==> config.mk <==
export PLATFORM = sky130hd
export DESIGN_NAME = operand_memory_responder
export DESIGN_NICKNAME = d
export VERILOG_FILES = /design/src/rtl/operand_memory_responder.sv
export SDC_FILE = /design/constraint.sdc
export NUM_CORES = 2
export LEC_CHECK = 0
export CORE_MARGIN = 3
export CORE_UTILIZATION = 60
export DETAILED_ROUTE_END_ITERATION = 12
export PLACE_DENSITY = 0.76
export SYNTH_ARGS = -nofsm -noshare
export SYNTH_HDL_FRONTEND = slang
export SYNTH_SLANG_ARGS = --single-unit
==> constraint.sdc <==
create_clock -name clock -period 164.9 [get_ports clock]
set_input_delay 16.49 -clock clock [delete_from_list [all_inputs] [get_ports clock]]
set_output_delay 16.49 -clock clock [all_outputs]
set_load 0.02 [all_outputs]
==> src/rtl/operand_memory_responder.sv <==
// Responder for the operand fetch/store channel: a cleared-on-reset data memory that
// serves one read or write at a time, inserting READ_LATENCY wait states before responding.
module operand_memory_responder #(
   parameter int ADDR_W       = 8,
   parameter int DATA_W       = 8,
   parameter int READ_LATENCY = 2
) (
   input  logic              clock,
   input  logic              reset,
   input  logic              req_valid,
   output logic              req_ready,
   input  logic              req_write,
   input  logic [ADDR_W-1:0] req_addr,
   input  logic [DATA_W-1:0] req_wdata,
   output logic              rsp_valid,
   input  logic              rsp_ready,
   output logic [DATA_W-1:0] rsp_rdata,
   output logic [ADDR_W-1:0] rsp_addr,
   output logic              rsp_write,
   output logic              busy
);

   localparam int DEPTH = 1 << ADDR_W;

   generate
      if (READ_LATENCY < 1 || READ_LATENCY > 15) begin : g_bad_latency
         $error("operand_memory_responder: READ_LATENCY must be within 1..15");
      end
   endgenerate

   typedef enum logic [1:0] {
      IDLE = 2'd0,
      WAIT = 2'd1,
      RESP = 2'd2
   } state_t;

   state_t            state_r;
   logic [3:0]        wait_cnt_r;
   logic [ADDR_W-1:0] addr_r;
   logic              write_r;
   logic [DATA_W-1:0] wdata_r;
   logic [DATA_W-1:0] mem_r [DEPTH];
   logic              accept_s;

   // Handshake completes only in IDLE, so requests presented while busy are ignored.
   assign accept_s = (state_r == IDLE) && req_valid && req_ready;

   // Request/response sequencing with registered handshake and echo outputs.
   always_ff @(posedge clock or posedge reset) begin
      if (reset) begin
         state_r    <= IDLE;
         wait_cnt_r <= 4'd0;
         addr_r     <= '0;
         write_r    <= 1'b0;
         wdata_r    <= '0;
         req_ready  <= 1'b0;
         rsp_valid  <= 1'b0;
         rsp_rdata  <= '0;
         rsp_addr   <= '0;
         rsp_write  <= 1'b0;
         busy       <= 1'b0;
      end else begin
         case (state_r)
            IDLE: begin
               if (accept_s) begin
                  addr_r     <= req_addr;
                  write_r    <= req_write;
                  wdata_r    <= req_wdata;
                  wait_cnt_r <= 4'(READ_LATENCY - 1);
                  req_ready  <= 1'b0;
                  busy       <= 1'b1;
                  state_r    <= WAIT;
               end else begin
                  req_ready  <= 1'b1;
               end
            end
            WAIT: begin
               if (wait_cnt_r == 4'd0) begin
                  rsp_rdata <= write_r ? wdata_r : mem_r[addr_r];
                  rsp_addr  <= addr_r;
                  rsp_write <= write_r;
                  rsp_valid <= 1'b1;
                  state_r   <= RESP;
               end else begin
                  wait_cnt_r <= wait_cnt_r - 4'd1;
               end
            end
            RESP: begin
               if (rsp_ready) begin
                  rsp_valid <= 1'b0;
                  req_ready <= 1'b1;
                  busy      <= 1'b0;
                  state_r   <= IDLE;
               end else begin
                  rsp_valid <= 1'b1;
               end
            end
            default: begin
               req_ready <= 1'b0;
               rsp_valid <= 1'b0;
               busy      <= 1'b0;
               state_r   <= IDLE;
            end
         endcase
      end
   end

   // Storage: writes commit at the accept edge so a following read sees the new data.
   always_ff @(posedge clock or posedge reset) begin
      if (reset) begin
         for (int i = 0; i < DEPTH; i++) begin
            mem_r[i] <= '0;
         end
      end else if (accept_s && req_write) begin
         mem_r[req_addr] <= req_wdata;
      end
   end

endmodule

==> results.md <==
* EDFF count, synth at 0
* Fraction of layout cells with a size suffix above 1 at 0.497
* Buffer levels on the longest clock path at 3
* Count of endpoints failing setup in the final report at 0
* Die height at a little over 400 um
* Final Cycle Share at 0.123
* Mapped cell area at approximately 95000 sq um
* Post-synthesis async set-or-reset flop share at 1.00
* Dominant register cell in the synthesized netlist: dfrtp_1
* Detailed-route vias per instance at between 6 and 7
* Die Span X at about 400 um
* Cells taking the most area after synthesis: dfrtp_1, mux2_2, mux4_2
* Gate Count Post-Synth at 6145
* Worst Hold Path Cells at 2
* Final hold vios at 0
* Total power consumption of the routed design at approximately 1.3 mW
* Number of buffers inserted during clock tree synthesis at ~210
* Clock slew at the register clock pins of the worst setup and hold paths at approximately 60 ps
* Quantity of gates resized following cts at 0
* Clock latency reported for the late side of the worst-skew pair at roughly 830 ps
* Endpoint kind of the worst setup timing path: asynchronous set/reset pin
* Yosys reg bits at between 2000 and 2500
* Final Routed Wirelength at around 230000 um
* First-pass GRT wire length at 360000 um
* Core Footprint at ~160000 sq um
* Reg2reg end: rsp_rdata[4]
* Aggregate global-route resource usage at 0.291
* Max Fanout on Critical Path at 170
* Result of the run: completed
* Source of the worst register-to-register timing path: addr_r[0]
* Number of vias after detailed routing at about 54000
* Register-to-register setup slack at 159170 ps
* Max-slew headroom at the worst pin at 0.0393
* Number of buffers inserted by hold repair at cts at 0
* Number of cells traversed by the worst register-to-register path at 9
* Area delta synth->final at 9.51%
* WP data arrival at roughly 21000 ps
* Synthesized area divided by synthesized cell count at about 15 sq um
* Classification of the worst-slack hold path: reg -> reg
* Cell chosen for the clock root: clkbuf_16
* Depth of the CTS H-tree at 4
* Setup repair after global routing missed its margin: false
* Max Cap Violations at 0
* Initial cell density of the core at 0.606
* Starting DRT DRC Count at 4720
* Leading area contributor after synthesis: dfrtp_1
* Post-CTS Setup Repair Bufs at 0
* Worst ir drop on vdd at approximately 12 uV
* Post-synth top cells: dfrtp_1, mux2_2, mux4_2, clkbuf_1, nand2_1
* Sequential-to-total area share from yosys stat at 0.551
* Boundary Pins at 41
* Die area at 163000 sq um
* Unique masters post-synth at 51
* Max-slew violation total from the final report at 0
* Clock tree from TritonCTS: built
* Remaining antenna violation count at 0
* CTS sink count at between 2000 and 2500
* Routed length per instance at 28.2 um
* Number of iterations in the first detailed-routing pass at 7
* Class of the most critical setup path: in -> async
* Worst Hold End: wdata_r[2]
* Fmax at just under 50 MHz
* Fin Setup TNS at 0 ps
* Cell with the most instances after synthesis: dfrtp_1
* Power Density at roughly 12 nW/um^2
* Overall overflow remaining after global route at 0
* Worst hold start: wdata_r[2]
* Worst path required time at ~170000 ps
* Leak Pwr at 50.2 nW
* Largest net degree at the start of global routing at 171
* Half-perimeter wire length after detailed placement at between 100000 and 150000 um
* Post-route cell area at around 100000 sq um
* Final critical delay including setup and external delays at 20330 ps
* Top cell type's share of synthesized area at 0.551
* Ys Warns at 0
* DRC at 0
* Nets in the synthesized netlist at just over 6000
* Actual slew at the worst max-slew pin at between 1000 and 1500 ps
* Layout fillers at about 11000
* Antenna violations before repair at 11
* Worst-case clock skew at 29.3 ps
* Critical path launch point type: input port
* Total of buffers placed on input and output ports at 40
* Worst hold margin at 473 ps
* Core Util, Final at 0.664
* Std-Cell Rows at 145
* Gp weighted congestion at 0.891
* Via count of the first global-routing pass at 56600
* Cell area reported after detailed placement at 96900 sq um
* Final net count at just over 6000
==> layout by cell type (no fill, tap or decap), types with 44 or more instances in the layout <==
cell / Yosys / final
dfrtp_1: 2091 / 2086
nand2_1: 305 / 305
o22ai_1: 88 / 88
clkinv_2: 0 / 44
nor2_2: 44 / 50
buf_4: 41 / 97
nor3_1: 52 / 46
mux2_2: 2059 / 2059
mux4_2: 501 / 501
clkbuf_16: 0 / 210
clkbuf_8: 0 / 59
nor2_1: 85 / 77
mux2i_1: 101 / 101
==> layer usage <==
layer / part of all wire / GRT usage
met5: 0.000094 / 0
met4: 0.043 / 0.116
met1: 0.42 / 0.411
met3: 0.063 / 0.0550
met2: 0.47 / 0.454
==> worst max-delay path by stage <==
stage                from          end  slack (ps)  cells after the start
CTS                 reset  mem_r[1749]      144500                      6
finish              reset  mem_r[1749]      144570                      6
global route        reset  mem_r[1749]      143920                      6
floorplan           reset    addr_r[0]       89340                      1
detailed placement  reset  mem_r[1728]      143620                      6
global placement    reset  mem_r[1728]      143740                      6
==> sequential cells by signal (all words and copies together) (netlist names), 2 cells and up <==
register	cells
addr_r	8
wdata_r	8
rsp_addr	8
state_r	2
rsp_rdata	8
wait_cnt_r	4
mem_r	2048
==> stage by stage <==
stage	std cells	setup slack, ps
2_1_floorplan	6145	89340
3_3_place_gp	7891	143740
3_5_place_dp	7891	143620
4_1_cts	8270	144500
5_1_grt	8270	143920
6_report	8276	144570
==> critical path: stages <==
cell and delay (ps):
clkdlybuf4s50_1 490, inv_8 560, buf_4 670, buf_12 690
buf_4 870, buf_4 970
==> cells by family after synthesis <==
family | count (synthesis) | share of synthesized area
flip-flops | 2091 | 0.551
multiplexers | 2668 | 0.374
buffers and inverters | 464 | 0.0220
AND/OR/NAND/NOR | 611 | 0.0293
adder cells (fa/ha/maj) | 5 | 0.000659
AO/OA/AOI/OAI | 306 | 0.0228
==> area by class of cell <==
type / count / area, sq um / share of cell area
multi-input combinational: 3590 / 40600 / 0.391
timing repair buffer: 142 / 1270 / 0.0122
clock buffer: 303 / 6190 / 0.0596
sequential: 2091 / 52300 / 0.503
inverter: 10 / 45.0 / 0.000433
antenna: 6 / 15.0 / 0.000144
clock inverter: 76 / 938 / 0.00902
tap: 2058 / 2570 / 0.0248
==> where the power goes <==
part	total, mW	switching (mW)	internal, mW
combinational	0.262	0.168	0.0936
sequential	0.547	0.0180	0.529
clock	0.487	0.203	0.284
No activity file was read; power rests on OpenSTA's default activity.
